$ cat src/rtl/mem_arbiter_if.sv
// Request-side and RAM-side signal bundle for mem_arbiter.
// master is the arbiter's view; slave is the requesters/RAM environment.
interface mem_arbiter_if;
    logic        iREN;
    logic [31:0] iaddr;
    logic [31:0] iload;
    logic        iwait;
    logic        dREN;
    logic        dWEN;
    logic [31:0] daddr;
    logic [31:0] dstore;
    logic [31:0] dload;
    logic        dwait;
    logic        ramREN;
    logic        ramWEN;
    logic [31:0] ramaddr;
    logic [31:0] ramstore;
    logic [31:0] ramload;
    logic [1:0]  ramstate;

    modport master (
        input  iREN, iaddr, dREN, dWEN, daddr, dstore, ramload, ramstate,
        output iload, iwait, dload, dwait, ramREN, ramWEN, ramaddr, ramstore
    );

    modport slave (
        output iREN, iaddr, dREN, dWEN, daddr, dstore, ramload, ramstate,
        input  iload, iwait, dload, dwait, ramREN, ramWEN, ramaddr, ramstore
    );
endinterface

$ cat src/rtl/mem_arbiter.sv
// Single-RAM arbiter between instruction fetch and data access; data has
// priority, a saturating starvation counter forces a fetch after STARVE_MAX data completions.
module mem_arbiter #(
    parameter int STARVE_MAX = 4,
    parameter int TIMEOUT    = 255
) (
    input  logic          CLK,
    input  logic          nRST,
    mem_arbiter_if.master bus,
    output logic          bus_err
);
    localparam logic [1:0] ACCESS = 2'd2;
    localparam logic [1:0] ERROR  = 2'd3;
    localparam logic [7:0] TLAST  = 8'(TIMEOUT - 1);
    localparam logic [2:0] SMAX   = 3'(STARVE_MAX);

    typedef enum logic [1:0] {IDLE, IGRANT, DGRANT} state_t;

    state_t      state, nextState;
    logic [7:0]  tCnt;
    logic [2:0]  sCnt;
    logic        dReq, sideReq, access, fault;

    assign dReq    = bus.dREN | bus.dWEN;
    assign sideReq = (state == IGRANT) ? bus.iREN : dReq;

    always_ff @(posedge CLK or negedge nRST) begin : stateReg
        if (!nRST) state <= IDLE;
        else       state <= nextState;
    end

    // access/fault are only meaningful inside a grant; a fault (bus error or
    // timeout) outranks a cancel in the same cycle.
    always_comb begin : nextStateLogic
        nextState = state;
        access    = 1'b0;
        fault     = 1'b0;
        unique case (state)
            IDLE: begin
                if (dReq && !(bus.iREN && sCnt == SMAX)) nextState = DGRANT;
                else if (bus.iREN)                       nextState = IGRANT;
            end
            IGRANT, DGRANT: begin
                access = (bus.ramstate == ACCESS);
                fault  = !access && (bus.ramstate == ERROR || tCnt == TLAST);
                if (access || fault || !sideReq) nextState = IDLE;
            end
            default: nextState = IDLE;
        endcase
    end

    always_ff @(posedge CLK or negedge nRST) begin : counters
        if (!nRST) begin
            tCnt    <= '0;
            sCnt    <= '0;
            bus_err <= 1'b0;
        end else begin
            if (state == IDLE) tCnt <= '0;
            else if (!access)  tCnt <= tCnt + 8'd1;
            if (fault) bus_err <= 1'b1;
            if (!bus.iREN || (access && state == IGRANT))
                sCnt <= '0;
            else if (access && state == DGRANT && sCnt != SMAX)
                sCnt <= sCnt + 3'd1;
        end
    end

    always_comb begin : outputLogic
        bus.ramREN   = 1'b0;
        bus.ramWEN   = 1'b0;
        bus.ramaddr  = '0;
        bus.ramstore = '0;
        bus.iload    = bus.ramload;
        bus.dload    = bus.ramload;
        bus.iwait    = bus.iREN & ~(state == IGRANT && bus.ramstate == ACCESS);
        bus.dwait    = dReq     & ~(state == DGRANT && bus.ramstate == ACCESS);
        unique case (state)
            IGRANT: begin
                bus.ramREN  = bus.iREN;
                bus.ramaddr = bus.iaddr;
            end
            DGRANT: begin
                bus.ramWEN   = bus.dWEN;
                bus.ramREN   = bus.dREN & ~bus.dWEN;
                bus.ramaddr  = bus.daddr;
                bus.ramstore = bus.dstore;
            end
            default: ;
        endcase
    end
endmodule

$ cat src/flat_wrapper.sv
// flat-port wrapper written by rule: the top's interface ports become plain ports
module mem_arbiter_flat 
#(
    parameter int STARVE_MAX = 4,
    parameter int TIMEOUT    = 255
)
  (CLK, nRST, bus_err, bus_iREN, bus_iaddr, bus_dREN, bus_dWEN, bus_daddr, bus_dstore, bus_ramload, bus_ramstate, bus_iload, bus_iwait, bus_dload, bus_dwait, bus_ramREN, bus_ramWEN, bus_ramaddr, bus_ramstore);
  mem_arbiter_if bus_i ();
  input  logic CLK;
  input  logic nRST;
  output logic bus_err;
  input wire logic [$bits(bus_i.iREN)-1:0] bus_iREN;
  input wire logic [$bits(bus_i.iaddr)-1:0] bus_iaddr;
  input wire logic [$bits(bus_i.dREN)-1:0] bus_dREN;
  input wire logic [$bits(bus_i.dWEN)-1:0] bus_dWEN;
  input wire logic [$bits(bus_i.daddr)-1:0] bus_daddr;
  input wire logic [$bits(bus_i.dstore)-1:0] bus_dstore;
  input wire logic [$bits(bus_i.ramload)-1:0] bus_ramload;
  input wire logic [$bits(bus_i.ramstate)-1:0] bus_ramstate;
  output wire logic [$bits(bus_i.iload)-1:0] bus_iload;
  output wire logic [$bits(bus_i.iwait)-1:0] bus_iwait;
  output wire logic [$bits(bus_i.dload)-1:0] bus_dload;
  output wire logic [$bits(bus_i.dwait)-1:0] bus_dwait;
  output wire logic [$bits(bus_i.ramREN)-1:0] bus_ramREN;
  output wire logic [$bits(bus_i.ramWEN)-1:0] bus_ramWEN;
  output wire logic [$bits(bus_i.ramaddr)-1:0] bus_ramaddr;
  output wire logic [$bits(bus_i.ramstore)-1:0] bus_ramstore;
  assign bus_i.iREN = bus_iREN;
  assign bus_i.iaddr = bus_iaddr;
  assign bus_i.dREN = bus_dREN;
  assign bus_i.dWEN = bus_dWEN;
  assign bus_i.daddr = bus_daddr;
  assign bus_i.dstore = bus_dstore;
  assign bus_i.ramload = bus_ramload;
  assign bus_i.ramstate = bus_ramstate;
  assign bus_iload = bus_i.iload;
  assign bus_iwait = bus_i.iwait;
  assign bus_dload = bus_i.dload;
  assign bus_dwait = bus_i.dwait;
  assign bus_ramREN = bus_i.ramREN;
  assign bus_ramWEN = bus_i.ramWEN;
  assign bus_ramaddr = bus_i.ramaddr;
  assign bus_ramstore = bus_i.ramstore;
  mem_arbiter #(.STARVE_MAX(STARVE_MAX), .TIMEOUT(TIMEOUT)) u_core (.CLK(CLK), .nRST(nRST), .bus(bus_i), .bus_err(bus_err));
endmodule
$ cat config.mk
export PLATFORM = sky130hd
export DESIGN_NAME = mem_arbiter_flat
export DESIGN_NICKNAME = d
export VERILOG_FILES = /design/src/rtl/mem_arbiter_if.sv /design/src/rtl/mem_arbiter.sv /design/src/flat_wrapper.sv
export SDC_FILE = /design/constraint.sdc
export NUM_CORES = 1
export LEC_CHECK = 0
export CORE_AREA = 2 2 105 107
export DETAILED_ROUTE_END_ITERATION = 8
export DIE_AREA = 0 0 107 109
export GPL_TIMING_DRIVEN = 0
export MAX_ROUTING_LAYER = met4
export PLACE_DENSITY_LB_ADDON = 0.1
export SLEW_MARGIN = 20
export SYNTH_ARGS = -nofsm -noshare
export SYNTH_HDL_FRONTEND = slang
export SYNTH_SLANG_ARGS = --single-unit
$ cat constraint.sdc
create_clock -name CLK -period 6.2 [get_ports CLK]
set_clock_uncertainty 0.2 [all_clocks]
set_input_delay 1.24 -clock CLK [delete_from_list [all_inputs] [get_ports CLK]]
set_output_delay 1.24 -clock CLK [all_outputs]
set_load 0.01 [all_outputs]
==> qor.yml, run 1 <==
die:
  io_pins: 268
  start_util: 0.192
  die_h_um: 109
  die_width_um: 107
  die_area_um2: 11700
  rows: 38
  core_area_um2: 10600
power_and_ir_drop:
  power.share.clock: 0.073
  comb_power_share: 0.829
  p_sw_uw: 503
  swShare: 0.414
  pwr_density_cell_nw_per_um2: 263
  p_leak_uw: 0.00182
  peakVddDrop_v: 0.000163
  seqPwrFrac: 0.098
  p_int_uw: 713
logic_synthesis:
  ys_ff_latch: 14
  yosysUniqueCellTypes: 34
  syn_area_per_cell_um2: 7.64
  ys_seq_area_frac: 0.172
  syn-cell-area_um2: 2040
  synthCells: 267
  yosys_warnings: 0
  synth_nets: 409
placed_design:
  placed_area_um2: 4570
  dp_hpwl_um: 9650
  portBuffers: 235
  placed_cells: 642
  place_congestion: 0.857
detailed_routing:
  totalWireLength_um: 11200
  wl_per_cell_um: 17.3
  drt_pre_antenna_iters: 4
  routed.top_layer: "met4"
  first_iter_violations: 102
  vias: 2611
  dr_wl_met2_um: 5530
  avgViaCountPerCell: 4.02
  drcViolationCount: 0
  ant_nets: 0
  met3WireLength_um: 777
  wl_met1_um: 4900
timing:
  worst_pin_slew_ns: 0.614
  period_minus_slack_ns: 4.22
  finalSetupViolations: 0
  fin_crit_sh: 0.681
  fin_setup_tns_ns: 0
  rsz0062_at_grt: "false"
  hold_viol_final: 0
  fmaxAchievable_ghz: 0.237
  drv_slew: 0
  maxSlewHeadroom: 0.590
  holdWs_ns: 0.260
cts:
  clock_latency_ns: 0.25
  clock_path_buffers: 2
  numCtsBuffers: 3
  cts_tree: "done"
  path_clk_slew_ns: 0.06
  cts_setup_buffers: 0
  cts_resized: 0
  htreeDepth: 1
  cts-hold-fix-buffers: 0
  cts.sinks: 14
  root_buffer: "clkbuf_8"
setup_path:
  critPathMaxStageDelay_ns: 0.68
  worstRegToRegCells: 6
  r2r_slack_ns: 3.82
  path_cells: "clkdlybuf4s50_1 > nand2_1 > a21boi_0 > clkdlybuf4s50_1"
  rr_endpoint: "u_core.state[1]$_DFFE_PN0P_"
  critPathMaxFanout: 7
  path_class: "input port to output pin"
  crit_path_end_kind: "output pin"
  slowest_stage: "clkdlybuf4s50_1"
  regToRegStartpoint: "u_core.state[1]$_DFFE_PN0P_"
  cpMostUsedCell: "clkdlybuf4s50_1"
  critPathRequiredTime_ns: 4.76
  startpoint_type: "input port"
  cp-endpoint: "bus_ramREN"
  crit_path_start: "bus_iREN"
  arrival_ns: 2.78
global_route:
  grt_usage: 0.183
  overflow: 0
  grt_max_degree: 15
  grt_pass1_vias: 2399
  grt_pass1_wl_um: 15700
  antenna_found_initial: 2
final_layout:
  fin_area_um2: 4630
  drive_gt1_frac: 0.140
  fin_cells: 649
  area_growth_pct: 127
  nNetsFinal: 649
  final_core_util: 0.437
worst_hold_path:
  hold_path.class: "flop to flop"
status:
  outcome: "finished clean"
flow_run:
  maxCapViolCount: 0
logic make-up after synthesis:
group	share of synthesized area
AOI/OAI and AO/OA	0.161
muxes	0.00491
DFF	0.172
buffers and inverters	0.283
and+or+nand+nor	0.302
xor gates and xnor gates	0.0344
adders and majority gates	0.0429
cell type report:
type,instances,area (µm²)
Fill cell,1057,5970
Tap cell,140,175
Antenna cell,3,7.51
Timing Repair Buffer,235,2350
Inverter,6,22.5
Sequential cell,14,350
Buffer,82,556
Clock buffer,4,55.1
Multi-Input combinational cell,165,1110
stage by stage:
step / total power [µW] / setup slack, ns
2_1_floorplan: 609 / 3.08
3_3_place_gp: 1140 / 1.96
3_5_place_dp: 1150 / 1.96
4_1_cts: 1240 / 1.95
5_1_grt: 1310 / 1.83
6_report: 1220 / 1.98
synthesized netlist by cell type:
cell      count  area share
ha_1          7       0.043
nand2_1       7       0.013
a21boi_0      2      0.0074
nor3_1        3      0.0074
nand4_1       4       0.012
and2_1       33        0.10
nand3b_1      2      0.0074
inv_1         6       0.011
or4b_4        1      0.0067
a21o_1        1      0.0037
buf_6         1      0.0055
nor2_1       12       0.022
a32o_1        1      0.0049
clkbuf_1     17       0.031
a31oi_1       1      0.0031
a21oi_1       2      0.0049
and3_1        1      0.0031
a211oi_1      1      0.0037
a22oi_1      33        0.12
nand3_1       3      0.0074
mux2i_1       1      0.0049
nand2b_1      1      0.0031
dfrtp_1      14        0.17
xnor2_1       4       0.017
buf_4        64        0.24
o31ai_1       1      0.0037
nor2b_1      33        0.10
o22ai_1       1      0.0031
xor2_1        4       0.017
nor2b_4       1      0.0067
and3b_1       1      0.0043
or3_1         1      0.0031
o21ai_0       2      0.0049
or2_1         1      0.0031
worst min-delay path by stage:
stage	start	endpoint	slack, ns	cells after the start
after CTS	u_core.bus_err$_DFFE_PN0P_	u_core.bus_err$_DFFE_PN0P_	0.26	1
after floorplan	u_core.state[1]$_DFFE_PN0P_	u_core.state[1]$_DFFE_PN0P_	0.29	1
final	u_core.bus_err$_DFFE_PN0P_	u_core.bus_err$_DFFE_PN0P_	0.26	1
after detailed placement	u_core.bus_err$_DFFE_PN0P_	u_core.bus_err$_DFFE_PN0P_	0.25	1
after global placement	u_core.bus_err$_DFFE_PN0P_	u_core.bus_err$_DFFE_PN0P_	0.24	1
after global routing	u_core.bus_err$_DFFE_PN0P_	u_core.bus_err$_DFFE_PN0P_	0.27	1
placed cells by master, fill, tap and decap left out, types with 3 or more instances in the layout:
| cell type | count |
|---|---|
| clkbuf_8 | 4 |
| nand2_1 | 7 |
| xor2_1 | 4 |
| diode_2 | 3 |
| clkdlybuf4s50_1 | 235 |
| dfrtp_1 | 14 |
| nor2b_1 | 33 |
| buf_4 | 64 |
| a22oi_1 | 33 |
| inv_1 | 6 |
| nand4_1 | 4 |
| nor2_1 | 12 |
| and2_1 | 33 |
| ha_1 | 7 |
| clkbuf_1 | 17 |
| nand3_1 | 3 |
| xnor2_1 | 4 |
| nor3_1 | 3 |
per-layer routing:
| layer | global-route usage | vias up |
|---|---|---|
| met5 | - | - |
| met1 | 0.237 | 1195 |
| met2 | 0.306 | 100 |
| li1 | - | 1314 |
| met3 | 0.0448 | 2 |
| met4 | 0.00557 | 0 |
flip-flops by register name (all words and copies together) (netlist names):
name	cells
u_core.bus_err	1
u_core.sCnt	3
u_core.state	2
u_core.tCnt	8
worst max-delay path: cells and delay by family:
kind	cells	cell delay, ns
compound gates	1	0.17
simple gates	1	0.10
buf+inv	2	1.27
power by group through the flow:
stage	clock [µW]	combinational [µW]	sequential, µW
global placement	0	1020	120
CTS	90.2	1030	119
finish	88.9	1010	120
global route	94.9	1090	122
detailed placement	0	1030	121
floorplan	0	491	118
(Power assumes the default switching activity.)
==> run 2, diff against run 1 <==
--- a/config.mk
+++ b/config.mk
@@ -5,9 +5,9 @@
 export SDC_FILE = /design/constraint.sdc
 export NUM_CORES = 1
 export LEC_CHECK = 0
-export CORE_AREA = 2 2 105 107
+export CORE_AREA = 2 2 103 105
 export DETAILED_ROUTE_END_ITERATION = 8
-export DIE_AREA = 0 0 107 109
+export DIE_AREA = 0 0 105 107
 export GPL_TIMING_DRIVEN = 0
 export MAX_ROUTING_LAYER = met4
 export PLACE_DENSITY_LB_ADDON = 0.1
==> constraint.sdc (replaced) <==
create_clock -name CLK -period 3.84 [get_ports CLK]
set_clock_uncertainty 0.2 [all_clocks]
set_input_delay 0.768 -clock CLK [delete_from_list [all_inputs] [get_ports CLK]]
set_output_delay 0.768 -clock CLK [all_outputs]
set_load 0.01 [all_outputs]
==> qor.yml, run 2 (same netlist as run 1, synthesis figures left out) <==
status:
  outcome: "finished clean"
setup_path:
  critPathMaxFanout: 10
  path_class: "flop to output pin"
  arrival_ns: 2.59
  critPathRequiredTime_ns: 2.87
  r2r_slack_ns: 1.48
  rr_endpoint: "u_core.state[1]$_DFFE_PN0P_"
  worstRegToRegCells: 6
  crit_path_end_kind: "output pin"
  startpoint_type: "flop"
  cp-endpoint: "bus_ramstore[13]"
  crit_path_start: "u_core.state[0]$_DFFE_PN0P_"
  regToRegStartpoint: "u_core.state[1]$_DFFE_PN0P_"
cts:
  cts.sinks: 14
  clock_latency_ns: 0.25
  htreeDepth: 1
  cts_setup_buffers: 0
  cts_tree: "done"
  root_buffer: "clkbuf_8"
  clock_path_buffers: 2
  path_clk_slew_ns: 0.06
  numCtsBuffers: 3
  cts_resized: 0
  cts-hold-fix-buffers: 0
power_and_ir_drop:
  swShare: 0.414
  power.share.clock: 0.073
  p_int_uw: 1150
  peakVddDrop_v: 0.000185
  p_sw_uw: 811
  pwr_density_cell_nw_per_um2: 425
  comb_power_share: 0.829
  p_leak_uw: 0.00182
  seqPwrFrac: 0.098
timing:
  maxSlewHeadroom: 0.594
  period_minus_slack_ns: 3.56
  hold_viol_final: 0
  fin_crit_sh: 0.926
  drv_slew: 0
  worst_pin_slew_ns: 0.608
  finalSetupViolations: 0
  fmaxAchievable_ghz: 0.281
  rsz0062_at_grt: "false"
  fin_setup_tns_ns: 0
die:
  io_pins: 268
  rows: 37
  core_area_um2: 10100
  die_width_um: 105
  die_area_um2: 11200
  die_h_um: 107
  start_util: 0.202
detailed_routing:
  drcViolationCount: 0
  vias: 2612
  wl_per_cell_um: 17.2
  dr_wl_met2_um: 5410
  wl_met1_um: 4850
  ant_nets: 0
  routed.top_layer: "met4"
  met3WireLength_um: 761
  first_iter_violations: 171
  avgViaCountPerCell: 4.06
  totalWireLength_um: 11100
  drt_pre_antenna_iters: 4
placed_design:
  dp_hpwl_um: 9590
  place_congestion: 0.959
  portBuffers: 235
final_layout:
  area_growth_pct: 127
  multi_input_area_um2: 1110
  final_core_util: 0.458
  drive_gt1_frac: 0.140
  regMostFlops: "u_core.tCnt"
  reg_top3: "u_core.tCnt x8, u_core.sCnt x3, u_core.state x2"
  fillCellCount: 1027
  final_common_cell: "clkdlybuf4s50_1"
  nNetsFinal: 649
  seq_area_um2: 350
  final_cell_mix: "235 x clkdlybuf4s50_1, 64 x buf_4, 33 x a22oi_1, 33 x nor2b_1, 33 x and2_1"
  largest_reg_flops: 8
global_route:
  antenna_found_initial: 0
  grt_pass1_vias: 2474
  grt_max_degree: 15
  grt_usage: 0.188
  overflow: 0
  grt_pass1_wl_um: 15800
flow_run:
  maxCapViolCount: 0
worst_hold_path:
  hold_path.class: "flop to flop"
-- run 2: changes by cell type in the layout (fill, tap and decap cells not counted) --
cell	delta
diode_2	-2
-- run 2: stage by stage --
stage	worst slack, ns	instance area, µm²	std cells	hold slack, ns	power [µW]
final	0.283	4620	643	0.256	1960
after CTS	0.208	4620	642	0.257	2000
after global routing	0.0210	4620	642	0.276	2110
after global placement	0.510	4560	638	0.241	1840
after detailed placement	0.500	4560	638	0.243	1850
after floorplan	1.44	2040	267	0.272	984
-- run 2: cell type report --
type | count | area share
diodes | 1 | 0.000542
flip-flops and latches | 14 | 0.0758
clock buffers | 4 | 0.0119
inverters | 6 | 0.00488
well taps | 136 | 0.0368
multi-input cells | 165 | 0.241
repair buffers | 235 | 0.509
plain buffers | 82 | 0.120
-- run 2: worst max-delay path, stage by stage (launching register included) --
cell             delay, ns
dfrtp_1               0.38
inv_1                 0.10
ha_1                  0.15
clkbuf_1              0.24
clkbuf_1              0.38
clkbuf_1              0.30
and2_1                0.22
clkdlybuf4s50_1       0.57
-- run 2: worst min path at each step --
stage,from,cells past startpoint,slack [ns],endpoint
CTS,u_core.bus_err$_DFFE_PN0P_,1,0.26,u_core.bus_err$_DFFE_PN0P_
floorplan,nRST,0,0.27,u_core.bus_err$_DFFE_PN0P_
global placement,u_core.bus_err$_DFFE_PN0P_,1,0.24,u_core.bus_err$_DFFE_PN0P_
finish,u_core.bus_err$_DFFE_PN0P_,1,0.26,u_core.bus_err$_DFFE_PN0P_
detailed placement,u_core.bus_err$_DFFE_PN0P_,1,0.24,u_core.bus_err$_DFFE_PN0P_
global route,u_core.bus_err$_DFFE_PN0P_,1,0.28,u_core.bus_err$_DFFE_PN0P_
-- run 2: power groups by stage --
stage / Sequential, µW / Combinational [µW] / Clock (µW)
final: 193 / 1630 / 144
after global routing: 195 / 1760 / 154
after CTS: 192 / 1660 / 150
after detailed placement: 195 / 1650 / 0
after global placement: 194 / 1640 / 0
after floorplan: 190 / 794 / 0
-- run 2: per-layer routing --
layer,global-route usage,vias up
met3,0.0426,5
met1,0.245,1205
met4,0.0229,0
met5,-,-
met2,0.308,98
li1,-,1304
==> run 3, diff against run 2 <==
--- a/config.mk
+++ b/config.mk
@@ -11,6 +11,7 @@
 export GPL_TIMING_DRIVEN = 0
 export MAX_ROUTING_LAYER = met4
 export PLACE_DENSITY_LB_ADDON = 0.1
+export RECOVER_POWER = 50
 export SLEW_MARGIN = 20
 export SYNTH_ARGS = -nofsm -noshare
 export SYNTH_HDL_FRONTEND = slang
==> qor.yml, run 3 (same netlist as run 1, synthesis figures left out) <==
status:
  outcome: "finished clean"
power_and_ir_drop:
  p_int_uw: 1140
  power_uw: 1950
  power.share.clock: 0.074
  comb_power_share: 0.827
  pwr_density_cell_nw_per_um2: 422
  p_sw_uw: 811
  seqPwrFrac: 0.099
  swShare: 0.416
  p_leak_uw: 0.00183
  peakVddDrop_v: 0.000185
global_route:
  grt_max_degree: 15
  antenna_found_initial: 0
  overflow: 0
  grt_pass1_wl_um: 15800
  grt_usage: 0.188
  grt_pass1_vias: 2474
final_layout:
  largest_reg_flops: 8
  antenna_cells: 0
  regMostFlops: "u_core.tCnt"
  final_common_cell: "clkdlybuf4s50_1"
  drive_gt1_frac: 0.140
  final_cell_mix: "175 x clkdlybuf4s50_1, 64 x buf_4, 60 x dlygate4sd3_1"
  nNetsFinal: 649
  area_growth_pct: 126
  final_core_util: 0.457
  reg_top3: "u_core.tCnt x8, u_core.sCnt x3, u_core.state x2"
setup_path:
  path_cells: "inv_1 > ha_1 > clkbuf_1 > clkbuf_1 > clkbuf_1 > and2_1 > clkdlybuf4s50_1"
  cpLargestDelayFamily: "buffers and inverters"
  cp-endpoint: "bus_ramstore[13]"
  crit_path_start: "u_core.state[0]$_DFFE_PN0P_"
  critPathBufInv: 5
  path_class: "flop to output pin"
  critPathMaxStageDelay_ns: 0.58
  r2r_slack_ns: 1.48
  arrival_ns: 2.61
  startpoint_type: "flop"
  critPathMaxFanout: 10
  crit_path_end_kind: "output pin"
  critPathRequiredTime_ns: 2.87
  cp_num_cells: 7
  cpMostUsedCell: "clkbuf_1"
  slowest_stage: "clkdlybuf4s50_1"
  regToRegStartpoint: "u_core.state[1]$_DFFE_PN0P_"
  rr_endpoint: "u_core.state[1]$_DFFE_PN0P_"
  worstRegToRegCells: 6
detailed_routing:
  vias: 2616
  drt_pre_antenna_iters: 4
  routed.top_layer: "met4"
  first_iter_violations: 167
  wl_per_cell_um: 17.3
  ant_nets: 0
  totalWireLength_um: 11100
  met3WireLength_um: 762
  wl_met1_um: 4850
  dr_wl_met2_um: 5410
  avgViaCountPerCell: 4.07
  drcViolationCount: 0
cts:
  cts.sinks: 14
  htreeDepth: 1
  cts-hold-fix-buffers: 0
  root_buffer: "clkbuf_8"
  numCtsBuffers: 3
  clock_path_buffers: 2
  path_clk_slew_ns: 0.06
  cts_tree: "done"
  cts_resized: 0
  cts_setup_buffers: 0
  clock_latency_ns: 0.25
placed_design:
  portBuffers: 235
  dp_hpwl_um: 9590
  place_congestion: 0.959
die:
  die_width_um: 105
  core_area_um2: 10100
  start_util: 0.202
  die_area_um2: 11200
  rows: 37
  die_h_um: 107
  io_pins: 268
timing:
  drv_slew: 0
  fin_setup_tns_ns: 0
  maxSlewHeadroom: 0.589
  hold_viol_final: 0
  fmaxAchievable_ghz: 0.279
  period_minus_slack_ns: 3.58
  finalSetupViolations: 0
  fin_crit_sh: 0.932
  rsz0062_at_grt: "false"
  holdWs_ns: 0.251
  worst_pin_slew_ns: 0.614
worst_hold_path:
  hold_path.class: "flop to flop"
flow_run:
  maxCapViolCount: 0
run 3: changes by cell type in the layout (fill, tap and decap cells not counted), sizes merged:
cell,previous run,this run
clkdlybuf4s50,235,175
diode,1,0
dlygate4sd3,0,60
run 3: power groups by stage:
stage | clock [µW] | sequential, µW | combinational [µW]
2_1_floorplan | 0 | 190 | 794
3_3_place_gp | 0 | 194 | 1640
3_5_place_dp | 0 | 195 | 1650
4_1_cts | 150 | 192 | 1660
5_1_grt | 154 | 195 | 1750
6_report | 144 | 193 | 1610
run 3: how the worst min path moves through the flow:
stage / slack (ns) / cells after the start / endpoint / from
after detailed placement: 0.24 / 1 / u_core.bus_err$_DFFE_PN0P_ / u_core.bus_err$_DFFE_PN0P_
after global placement: 0.24 / 1 / u_core.bus_err$_DFFE_PN0P_ / u_core.bus_err$_DFFE_PN0P_
after CTS: 0.26 / 1 / u_core.bus_err$_DFFE_PN0P_ / u_core.bus_err$_DFFE_PN0P_
final: 0.25 / 1 / u_core.bus_err$_DFFE_PN0P_ / u_core.bus_err$_DFFE_PN0P_
after global routing: 0.27 / 1 / u_core.bus_err$_DFFE_PN0P_ / u_core.bus_err$_DFFE_PN0P_
after floorplan: 0.27 / 0 / u_core.bus_err$_DFFE_PN0P_ / nRST
run 3: area by class of cell:
cell class / count / area, µm²
Clock buffer: 4 / 55.1
Multi-Input combinational cell: 165 / 1110
Tap cell: 136 / 170
Sequential cell: 14 / 350
Buffer: 82 / 556
Timing Repair Buffer: 235 / 2350
Inverter: 6 / 22.5
Fill cell: 1028 / 5480
run 3: layer usage:
layer	GRT usage	up-vias
li1	-	1303
met1	0.245	1212
met2	0.308	96
met3	0.0426	5
met4	0.0229	0
met5	-	-
run 3: stage by stage:
| step | cell area (µm²) | std cells | worst slack [ns] |
|---|---|---|---|
| after floorplan | 2040 | 267 | 1.44 |
| after CTS | 4620 | 642 | 0.208 |
| after global placement | 4560 | 638 | 0.510 |
| final | 4620 | 642 | 0.261 |
| after detailed placement | 4560 | 638 | 0.500 |
| after global routing | 4620 | 642 | 0.0210 |
run 3: worst reg2reg max path: stages (launching register included):
cell and delay [ns]:
dfrtp_1 0.37, inv_1 0.07, ha_1 0.26, clkbuf_1 0.33
or4b_4 0.53, or2_1 0.24, a32o_1 0.25
